`src/rtl/pio_loader_pkg.sv`:
```
// Shared constants and encodings for the pio loader: action codes, pio geometry
// and the state enums used by the sequencer.
package pio_loader_pkg;

  localparam int PIO_NUM_SM     = 4;
  localparam int PIO_PROG_DEPTH = 32;
  localparam int PIO_IDX_W      = $clog2(PIO_PROG_DEPTH);
  localparam int PIO_MIDX_W     = $clog2(PIO_NUM_SM);
  localparam int PIO_ACT_W      = 6;

  localparam logic [PIO_ACT_W-1:0] ACT_NONE  = 6'd0;
  localparam logic [PIO_ACT_W-1:0] ACT_INSTR = 6'd1;
  localparam logic [PIO_ACT_W-1:0] ACT_PUSH  = 6'd4;

  typedef enum logic [1:0] {
    ST_LOAD_PROG = 2'd0,
    ST_LOAD_CONF = 2'd1,
    ST_RUN       = 2'd2
  } state_t;

  // Where the visible action/din come from this cycle.
  typedef enum logic [1:0] {
    SRC_REG  = 2'd0,
    SRC_PROG = 2'd1,
    SRC_CONF = 2'd2
  } src_t;

  typedef enum logic [1:0] {
    TAIL_ISSUE = 2'd0,
    TAIL_LAST  = 2'd1,
    TAIL_IDLE  = 2'd2
  } tail_t;

  function automatic logic [PIO_ACT_W-1:0] conf_action(input logic [35:0] word);
    return {2'b00, word[35:32]};
  endfunction

endpackage

```
`src/rtl/pio_loader_if.sv`:
```
// pio control bus plus the TX push handshake; master is the loader side,
// slave is the pio/push-source side.
interface pio_loader_if;
  import pio_loader_pkg::*;

  logic                  push_valid;
  logic [31:0]           push_data;
  logic [PIO_MIDX_W-1:0] push_mindex;
  logic                  push_ready;
  logic [PIO_NUM_SM-1:0] tx_full;
  logic [PIO_ACT_W-1:0]  action;
  logic [31:0]           din;
  logic [PIO_IDX_W-1:0]  index;
  logic [PIO_MIDX_W-1:0] mindex;
  logic                  loaded;

  modport master (
    input  push_valid, push_data, push_mindex, tx_full,
    output push_ready, action, din, index, mindex, loaded
  );

  modport slave (
    output push_valid, push_data, push_mindex, tx_full,
    input  push_ready, action, din, index, mindex, loaded
  );

endinterface

```
`src/rtl/pio_loader.sv`:
```
// Sequencer upstream of pio: streams program ROM, then per-machine config ROM,
// into pio after reset or reload, then forwards TX pushes gated by tx_full.
module pio_loader
  import pio_loader_pkg::*;
#(
  parameter int PROG_LEN     = 32,
  parameter int NUM_MACHINES = 2,
  parameter int CONF_LEN     = 10,
  parameter int CONF_AW      = 7
) (
  input  logic                 clk,
  input  logic                 n_reset,
  output logic [PIO_IDX_W-1:0] o_prog_addr,
  input  logic [15:0]          i_prog_data,
  output logic [CONF_AW-1:0]   o_conf_addr,
  input  logic [35:0]          i_conf_data,
  input  logic                 i_reload,
  pio_loader_if.master         bus
);

  state_t                r_state, w_state;
  src_t                  r_src, w_src;
  tail_t                 r_tail, w_tail;
  logic [5:0]            r_pcnt, w_pcnt;
  logic [CONF_AW-1:0]    r_caddr, w_caddr;
  logic [4:0]            r_e, w_e;
  logic [PIO_MIDX_W-1:0] r_m, w_m;
  logic [PIO_ACT_W-1:0]  r_action, w_action;
  logic [31:0]           r_din, w_din;
  logic [PIO_IDX_W-1:0]  r_index, w_index;
  logic [PIO_MIDX_W-1:0] r_mindex, w_mindex;
  logic                  r_pushed, w_pushed;
  logic [PIO_MIDX_W-1:0] r_last_m, w_last_m;

  logic                  w_prog_busy;
  logic                  w_conf_last;
  logic                  w_push_ready;
  logic                  w_accept;
  logic [PIO_ACT_W-1:0]  w_out_action;
  logic [31:0]           w_out_din;

  assign w_prog_busy = (r_pcnt < 6'(PROG_LEN));
  assign w_conf_last = (r_e == 5'(CONF_LEN - 1)) && (r_m == PIO_MIDX_W'(NUM_MACHINES - 1));
  assign w_accept    = bus.push_valid && w_push_ready;

  // ROM data arrives one cycle after its address, so load-phase writes pass the
  // ROM word straight through instead of adding a second cycle of latency.
  always_comb begin
    w_out_action = r_action;
    w_out_din    = r_din;
    case (r_src)
      SRC_PROG: begin
        w_out_action = ACT_INSTR;
        w_out_din    = {16'h0000, i_prog_data};
      end
      SRC_CONF: begin
        w_out_action = conf_action(i_conf_data);
        w_out_din    = i_conf_data[31:0];
      end
      default: ;
    endcase
  end

  always_comb begin
    w_state      = r_state;
    w_src        = SRC_REG;
    w_tail       = r_tail;
    w_pcnt       = r_pcnt;
    w_caddr      = r_caddr;
    w_e          = r_e;
    w_m          = r_m;
    w_action     = ACT_NONE;
    w_din        = w_out_din;
    w_index      = r_index;
    w_mindex     = r_mindex;
    w_pushed     = 1'b0;
    w_last_m     = r_last_m;
    w_push_ready = 1'b0;

    case (r_state)
      ST_LOAD_PROG: begin
        if (w_prog_busy) begin
          w_src   = SRC_PROG;
          w_index = r_pcnt[PIO_IDX_W-1:0];
          w_pcnt  = r_pcnt + 6'd1;
        end else begin
          w_state = ST_LOAD_CONF;
          w_tail  = TAIL_ISSUE;
          w_caddr = '0;
          w_e     = '0;
          w_m     = '0;
        end
      end

      ST_LOAD_CONF: begin
        case (r_tail)
          TAIL_ISSUE: begin
            w_src    = SRC_CONF;
            w_mindex = r_m;
            if (w_conf_last) begin
              w_tail = TAIL_LAST;
            end else begin
              w_caddr = r_caddr + CONF_AW'(1);
              if (r_e == 5'(CONF_LEN - 1)) begin
                w_e = '0;
                w_m = r_m + PIO_MIDX_W'(1);
              end else begin
                w_e = r_e + 5'd1;
              end
            end
          end
          TAIL_LAST: begin
            w_tail   = TAIL_IDLE;
            w_mindex = '0;
          end
          default: begin
            w_state = ST_RUN;
          end
        endcase
      end

      ST_RUN: begin
        // A push is held off for one cycle after hitting the same machine
        // because tx_full only reflects that push a cycle later.
        if (i_reload) begin
          w_state = ST_LOAD_PROG;
          w_pcnt  = '0;
        end else begin
          w_push_ready = !bus.tx_full[bus.push_mindex] &&
                         !(r_pushed && (r_last_m == bus.push_mindex));
          if (w_accept) begin
            w_action = ACT_PUSH;
            w_din    = bus.push_data;
            w_mindex = bus.push_mindex;
            w_pushed = 1'b1;
            w_last_m = bus.push_mindex;
          end
        end
      end

      default: begin
        w_state = ST_LOAD_PROG;
        w_pcnt  = '0;
      end
    endcase
  end

  always_ff @(posedge clk) begin
    if (!n_reset) begin
      r_state  <= ST_LOAD_PROG;
      r_src    <= SRC_REG;
      r_tail   <= TAIL_ISSUE;
      r_pcnt   <= '0;
      r_caddr  <= '0;
      r_e      <= '0;
      r_m      <= '0;
      r_action <= ACT_NONE;
      r_din    <= '0;
      r_index  <= '0;
      r_mindex <= '0;
      r_pushed <= 1'b0;
      r_last_m <= '0;
    end else begin
      r_state  <= w_state;
      r_src    <= w_src;
      r_tail   <= w_tail;
      r_pcnt   <= w_pcnt;
      r_caddr  <= w_caddr;
      r_e      <= w_e;
      r_m      <= w_m;
      r_action <= w_action;
      r_din    <= w_din;
      r_index  <= w_index;
      r_mindex <= w_mindex;
      r_pushed <= w_pushed;
      r_last_m <= w_last_m;
    end
  end

  assign o_prog_addr     = w_prog_busy ? r_pcnt[PIO_IDX_W-1:0] : PIO_IDX_W'(PROG_LEN - 1);
  assign o_conf_addr     = r_caddr;
  assign bus.action      = w_out_action;
  assign bus.din         = w_out_din;
  assign bus.index       = r_index;
  assign bus.mindex      = r_mindex;
  assign bus.loaded      = (r_state == ST_RUN);
  assign bus.push_ready  = w_push_ready;

endmodule
```
`src/flat_wrapper.sv`:
```
// flat-port wrapper written by rule: the top's interface ports become plain ports
module pio_loader_flat import pio_loader_pkg::*;
#(
  parameter int PROG_LEN     = 32,
  parameter int NUM_MACHINES = 2,
  parameter int CONF_LEN     = 10,
  parameter int CONF_AW      = 7
)
  (clk, n_reset, o_prog_addr, i_prog_data, o_conf_addr, i_conf_data, i_reload, bus_push_valid, bus_push_data, bus_push_mindex, bus_tx_full, bus_push_ready, bus_action, bus_din, bus_index, bus_mindex, bus_loaded);
  pio_loader_if bus_i ();
  input  logic clk;
  input  logic n_reset;
  output logic [PIO_IDX_W-1:0] o_prog_addr;
  input  logic [15:0] i_prog_data;
  output logic [CONF_AW-1:0] o_conf_addr;
  input  logic [35:0] i_conf_data;
  input  logic i_reload;
  input wire logic [$bits(bus_i.push_valid)-1:0] bus_push_valid;
  input wire logic [$bits(bus_i.push_data)-1:0] bus_push_data;
  input wire logic [$bits(bus_i.push_mindex)-1:0] bus_push_mindex;
  input wire logic [$bits(bus_i.tx_full)-1:0] bus_tx_full;
  output wire logic [$bits(bus_i.push_ready)-1:0] bus_push_ready;
  output wire logic [$bits(bus_i.action)-1:0] bus_action;
  output wire logic [$bits(bus_i.din)-1:0] bus_din;
  output wire logic [$bits(bus_i.index)-1:0] bus_index;
  output wire logic [$bits(bus_i.mindex)-1:0] bus_mindex;
  output wire logic [$bits(bus_i.loaded)-1:0] bus_loaded;
  assign bus_i.push_valid = bus_push_valid;
  assign bus_i.push_data = bus_push_data;
  assign bus_i.push_mindex = bus_push_mindex;
  assign bus_i.tx_full = bus_tx_full;
  assign bus_push_ready = bus_i.push_ready;
  assign bus_action = bus_i.action;
  assign bus_din = bus_i.din;
  assign bus_index = bus_i.index;
  assign bus_mindex = bus_i.mindex;
  assign bus_loaded = bus_i.loaded;
  pio_loader #(.PROG_LEN(PROG_LEN), .NUM_MACHINES(NUM_MACHINES), .CONF_LEN(CONF_LEN), .CONF_AW(CONF_AW)) u_core (.clk(clk), .n_reset(n_reset), .o_prog_addr(o_prog_addr), .i_prog_data(i_prog_data), .o_conf_addr(o_conf_addr), .i_conf_data(i_conf_data), .i_reload(i_reload), .bus(bus_i));
endmodule
```
`config.mk`:
```
export PLATFORM = sky130hd
export DESIGN_NAME = pio_loader_flat
export DESIGN_NICKNAME = d
export VERILOG_FILES = /design/src/rtl/pio_loader_pkg.sv /design/src/rtl/pio_loader_if.sv /design/src/rtl/pio_loader.sv /design/src/flat_wrapper.sv
export SDC_FILE = /design/constraint.sdc
export NUM_CORES = 1
export LEC_CHECK = 0
export CORE_MARGIN = 3
export CORE_UTILIZATION = 30
export DETAILED_ROUTE_END_ITERATION = 12
export GPL_TIMING_DRIVEN = 0
export HOLD_SLACK_MARGIN = 0.1
export PLACE_DENSITY = 0.63
export SYNTH_ARGS = -nofsm -noshare
export SYNTH_HDL_FRONTEND = slang
export SYNTH_SLANG_ARGS = --single-unit
export TNS_END_PERCENT = 100
```
`constraint.sdc`:
```
create_clock -name clk -period 4.8 [get_ports clk]
set_clock_uncertainty 0.1 [all_clocks]
set_input_delay 0.96 -clock clk [delete_from_list [all_inputs] [get_ports clk]]
set_output_delay 0.96 -clock clk [all_outputs]
set_load 0.01 [all_outputs]
```
==> flow_metrics.tcl, run 1 <==
set metrics [dict create \
    status "complete, no violations" \
    rsz0062_at_grt "false" \
    rrSetupSlack_ns 2.41 \
    drv_slew 0 \
    cp_top_family "buffers and inverters" \
    ys_seq_area_share_pct 38.5 \
    tightest_slew_ns 1.05 \
    antenna_found_initial 0 \
    vias 3864 \
    cts_tree "built" \
    critPathMaxFanout 10 \
    mostFrequentLayoutCells "clkdlybuf4s50_1 (147), dfxtp_1 (68), a21oi_1 (51)" \
    io_buffers 148 \
    min_period_ns 4.53 \
    clk_pin_slew_ns 0.05 \
    syn_to_final_growth_pct 55.6 \
    yosysUniqueCellTypes 54 \
    worstSetupStartpointType "primary input" \
    muxShareOfSynthArea_pct 2.62 \
    synth_top_family_by_area "compound AO/OA/AOI/OAI gates" \
    setup_viol 0 \
    hold_viol_final 0 \
    drt-pass1-iter-count 4 \
    cts.path.max_buffers 2 \
    max_stage_delay_ns 0.56 \
    tns_ns 0 \
    async_flop_share_pct 0 \
    dp_hpwl_um 9550 \
    h-tree-depth 3 \
    synth-simple-area-share_pct 21.7 \
    setup_ws_ns 0.266 \
    grt_max_degree 12 \
    initialDrtViolationCount 251 \
    design_area_mm2 0.00550 \
    critPathCaptureType "output pin" \
    ant_nets 0 \
    core_area_mm2 0.0112 \
    cts.sink_count 68 \
    cts_root_buf "clkbuf_16" \
    wire_per_inst_um 16.5 \
    syn-mean-instance-area_um2 7.96 \
    fillers 1123 \
    synth-seq-cells 68 \
    grt_pass1_wl_um 19800 \
    syn_inst 444 \
    synth_area_mm2 0.00353 \
    ios 153 \
    overflow 0 \
    drive_above_1_share_pct 5.42 \
    place_inst 733 \
    worstPathArrival_ns 3.47 \
    drv_cap 0 \
    cts_inserted_buffers 9 \
    min_path_type "reg -> reg" \
    ys_warn_count 0 \
    worst_ir_drop_vdd_mv 0.158 \
    fmax_ghz 0.221 \
    seq_area_mm2 0.00136 \
    synth-edff-count 0 \
    wl_um 12400 \
    nNetsFinal 705 \
    critical_path_required_ns 3.74 \
    drc 0 \
    num_rows 38 \
    placed_area_mm2 0.00519 \
    vias_per_cell 5.16 \
    synthAdderAreaFrac_pct 2.48 \
    gp_congestion 0.779 \
    track_usage_pct 18.7 \
    slowest_stage "clkdlybuf4s50_1" \
    max-slew-margin-rel_pct 29.4 \
    clock_latency_ns 0.32 \
    fin_util_pct 49.2 \
    die_x_um 115 \
    final_common_cell "clkdlybuf4s50_1" \
    synth_compound_area_share_pct 25.9 \
    grt_pass1_vias 3883 \
    initial_core_util_pct 31.6 \
    die-height_um 115 \
    period_share_pct 94.5 \
    synth_xor_area_share_pct 1.98 \
    antenna_cells 0 \
    multi_input_area_mm2 0.00194 \
    crit_buf_inv 6 \
    critical_path_class "in -> out" \
    crit_path_cell_trace "clkdlybuf4s50_1, or3b_1, clkbuf_1, a311o_1, clkbuf_1, inv_2, buf_4, clkdlybuf4s50_1" \
    place_ws_ns -0.0355 \
    power_density_mw_per_mm2 259 \
    die_area_mm2 0.0131 \
    power_leakage_nw 1.94 \
    finalNonFillerCells 749 \
    ys.flop_type "dfxtp_1" \
]
## metrics by stage
step,power (W),hold slack [ns]
finish,0.00142,0.375
global placement,0.000768,0.351
detailed placement,0.000770,0.351
global route,0.00148,0.390
floorplan,0.000649,0.350
CTS,0.00144,0.370
## registers in the layout, summed over array words and instances (netlist names)
| register | cells |
|---|---|
| u_core.bus.index | 5 |
| u_core.bus.mindex | 2 |
| u_core.o_conf_addr | 7 |
| u_core.r_action | 1 |
| u_core.r_din | 32 |
| u_core.r_e | 5 |
| u_core.r_last_m | 2 |
| u_core.r_m | 2 |
| u_core.r_pcnt | 6 |
| u_core.r_src | 2 |
| u_core.r_state | 2 |
| u_core.r_tail | 2 |
## report_power, final
group          total [W]  internal (W)  leakage (nW)  switching (W)
sequential      0.000579      0.000574         0.551     0.00000543
combinational   0.000177      0.000105          1.24      0.0000719
clock           0.000666      0.000429         0.149       0.000238
total            0.00142       0.00111          1.94       0.000315
## cell families after synthesis
kind of cell	Yosys count
compound gates	149
other cells	1
buf+inv	53
flops	68
fa+ha+maj	7
mux	8
simple gates	150
xor+xnor	8
## per-layer routing
layer,vias up,GRT usage [%],part of all wire (%)
li1,1926,-,-
met4,0,5.15,0.89
met1,1793,23.9,43
met3,10,4.60,9.1
met5,-,0,0
met2,135,31.4,47
## path summary, 6_finish.rpt
path	cells after the start	from	to
max	8	i_reload	bus_push_ready
min	2	u_core.bus.mindex[1]$_SDFFE_PN0P_	u_core.bus.mindex[1]$_SDFFE_PN0P_
max reg2reg	9	u_core.r_src[0]$_SDFF_PN0_	u_core.r_din[30]$_SDFF_PN0_
min reg2reg	2	u_core.bus.mindex[1]$_SDFFE_PN0P_	u_core.bus.mindex[1]$_SDFFE_PN0P_
## cells in the mapped netlist, types with 3 or more instances
master / count / area, µm²
ha_1: 7 / 87.6
nor3_1: 36 / 180
nand3_1: 23 / 115
or3_1: 6 / 37.5
nor2_1: 18 / 67.6
inv_1: 8 / 30.0
and2_1: 8 / 50.1
nand2_1: 31 / 116
nand2b_1: 4 / 25.0
mux2i_1: 7 / 70.1
or2_2: 5 / 31.3
o21ai_0: 44 / 220
nor2b_1: 5 / 31.3
a22o_1: 16 / 140
clkbuf_1: 34 / 128
buf_4: 5 / 37.5
o21ai_1: 3 / 15.0
dfxtp_1: 68 / 1360
a22oi_1: 17 / 128
xnor2_1: 6 / 52.6
a21oi_1: 51 / 255
## tightest hold or removal path, delay by kind of cell, from the launching register on
kind          cells  cell delay (ns)
flops             1             0.31
mux               1             0.06
simple gates      1             0.05
## what timing repair did
| action | 4_1_cts | 5_1_grt |
|---|---|---|
| endpoints found under the setup margin | 1 | 0 |
| gates resized for setup | 1 | 0 |
| buffers inserted | 0 | 0 |
| hold buffers | 0 | 0 |
## cell type report
cell class | instances | share of cell area, %
Tap cell | 140 | 3.19
Clock inverter | 4 | 0.865
Inverter | 11 | 0.751
Buffer | 42 | 3.51
Multi-Input combinational cell | 324 | 35.3
Timing Repair Buffer | 148 | 26.9
Sequential cell | 68 | 24.8
Clock buffer | 12 | 4.67
(Power assumes the default switching activity.)
==> run 2: changes to the inputs <==
--- a/config.mk
+++ b/config.mk
@@ -10,6 +10,7 @@
 export DETAILED_ROUTE_END_ITERATION = 12
 export GPL_TIMING_DRIVEN = 0
 export HOLD_SLACK_MARGIN = 0.1
+export MAX_ROUTING_LAYER = met4
 export PLACE_DENSITY = 0.63
 export SYNTH_ARGS = -nofsm -noshare
 export SYNTH_HDL_FRONTEND = slang
==> flow_metrics.tcl, run 2 (same netlist as run 1, synthesis figures left out) <==
set metrics [dict create \
    critical_path_required_ns 3.74 \
    slowest_stage "clkdlybuf4s50_1" \
    critPathCaptureType "output pin" \
    overflow 0 \
    drive_above_1_share_pct 5.42 \
    power_density_mw_per_mm2 259 \
    grt_pass1_vias 3879 \
    worst_ir_drop_vdd_mv 0.159 \
    status "complete, no violations" \
    grt_pass1_wl_um 19800 \
    cts.path.max_buffers 2 \
    clk_pin_slew_ns 0.05 \
    mostFrequentLayoutCells "clkdlybuf4s50_1 (147), dfxtp_1 (68), a21oi_1 (51)" \
    critPathMaxFanout 10 \
    cts_inserted_buffers 9 \
    drt-pass1-iter-count 4 \
    seq_area_mm2 0.00136 \
    num_rows 38 \
    drv_slew 0 \
    h-tree-depth 3 \
    power_leakage_nw 1.94 \
    crit_buf_inv 5 \
    cts_setup_buffers 0 \
    finalNonFillerCells 749 \
    track_usage_pct 19.2 \
    largest_reg_flops 32 \
    die_area_mm2 0.0131 \
    period_share_pct 94.4 \
    cpMostUsedCell "clkdlybuf4s50_1" \
    die_x_um 115 \
    cp_top_family "buffers and inverters" \
    rsz0062_at_grt "false" \
    cts_root_buf "clkbuf_16" \
    crit_path_cell_trace "clkdlybuf4s50_1, mux4_2, a311o_1, clkbuf_1, inv_2, buf_4, clkdlybuf4s50_1" \
    initialDrtViolationCount 215 \
    fillers 1123 \
    nNetsFinal 705 \
    gp_congestion 0.790 \
    min_path_type "reg -> reg" \
    critical_path_class "in -> out" \
    antenna_found_initial 0 \
    max_stage_delay_ns 0.60 \
    cts.sink_count 68 \
    final_common_cell "clkdlybuf4s50_1" \
    clock_latency_ns 0.32 \
    hold_viol_final 0 \
    fmax_ghz 0.221 \
    vias 3887 \
    core_area_mm2 0.0112 \
    min_period_ns 4.53 \
    placed_area_mm2 0.00519 \
    wl_um 12400 \
    antenna_cells 0 \
    drc 0 \
    syn_to_final_growth_pct 55.6 \
    cts_tree "built" \
    worstSetupStartpointType "primary input" \
    place_inst 733 \
    setup_viol 0 \
    drv_cap 0 \
    ios 153 \
    max-slew-margin-rel_pct 30.4 \
    design_area_mm2 0.00550 \
    vias_per_cell 5.19 \
    worstPathArrival_ns 3.47 \
    dp_hpwl_um 9550 \
    io_buffers 148 \
    ant_nets 0 \
    initial_core_util_pct 31.6 \
    tightest_slew_ns 1.04 \
    largest_register "u_core.r_din" \
    die-height_um 115 \
    multi_input_area_mm2 0.00194 \
    wire_per_inst_um 16.6 \
    grt_max_degree 12 \
]
run 2: cell counts in the layout (fill, tap and decap cells not counted):
Identical to the previous run, type by type.
run 2: timing repair:
item                                    CTS  global route
endpoints found under the setup margin    1             0
resized for setup                         1             0
hold buffers                              0             0
run 2: worst register-to-register path, cell delays in order, from the launching register on:
cell and delay (ns):
dfxtp_1 0.33, inv_1 0.05, ha_1 0.27, clkbuf_1 0.17, nor2b_1 0.16, clkbuf_1 0.31, clkbuf_1 0.47, a22o_1 0.25
a21oi_1 0.05, nor3_1 0.15
run 2: cell type report:
cell class                      instances  area share [%]
Multi-Input combinational cell        324            35.3
Timing Repair Buffer                  148            26.9
Sequential cell                        68            24.8
Clock buffer                           12            4.67
Buffer                                 42            3.51
Tap cell                              140            3.19
Clock inverter                          4           0.865
Inverter                               11           0.751
run 2: path summary, 6_finish.rpt:
kind | startpoint | endpoint | slack (ns) | cells after the start
worst max-delay path | bus_push_mindex[1] | bus_push_ready | 0.27 | 7
worst min-delay path | u_core.bus.mindex[1]$_SDFFE_PN0P_ | u_core.bus.mindex[1]$_SDFFE_PN0P_ | 0.37 | 2
worst max register to register | u_core.r_src[0]$_SDFF_PN0_ | u_core.r_din[30]$_SDFF_PN0_ | 2.39 | 9
worst min register to register | u_core.bus.mindex[1]$_SDFFE_PN0P_ | u_core.bus.mindex[1]$_SDFFE_PN0P_ | 0.37 | 2
run 2: routing by layer:
metal | part of all wire, % | GRT usage (%) | vias to the layer above
met5 | 0 | - | -
met4 | 1.1 | 5.15 | 0
met3 | 8.4 | 4.18 | 12
met2 | 47 | 31.5 | 136
met1 | 43 | 23.9 | 1813
li1 | - | - | 1926
run 2: report_power, final:
group	total, W	internal (W)	switching (W)
sequential	0.000579	0.000574	0.00000538
clock	0.000667	0.000429	0.000239
combinational	0.000177	0.000105	0.0000719
total	0.00142	0.00111	0.000316
run 2: metrics by stage:
step                setup TNS [ns]  util (%)  total power, W  hold WS (ns)  setup slack [ns]
global placement          -0.00403      46.5        0.000768         0.351          -0.00403
floorplan                        0         -        0.000649         0.350              1.54
CTS                              0      49.2         0.00144         0.370             0.224
detailed placement         -0.0355      46.5        0.000770         0.351           -0.0355
finish                           0      49.2         0.00142         0.373             0.269
global route                     0      49.2         0.00148         0.390             0.137
==> run 3: changes to the inputs <==
--- a/config.mk
+++ b/config.mk
@@ -9,7 +9,6 @@
 export CORE_UTILIZATION = 30
 export DETAILED_ROUTE_END_ITERATION = 12
 export GPL_TIMING_DRIVEN = 0
-export HOLD_SLACK_MARGIN = 0.1
 export MAX_ROUTING_LAYER = met4
 export PLACE_DENSITY = 0.63
 export SYNTH_ARGS = -nofsm -noshare
==> results of run 3 <==
The final DEF is identical to that of run 2; final timing and power are the same.
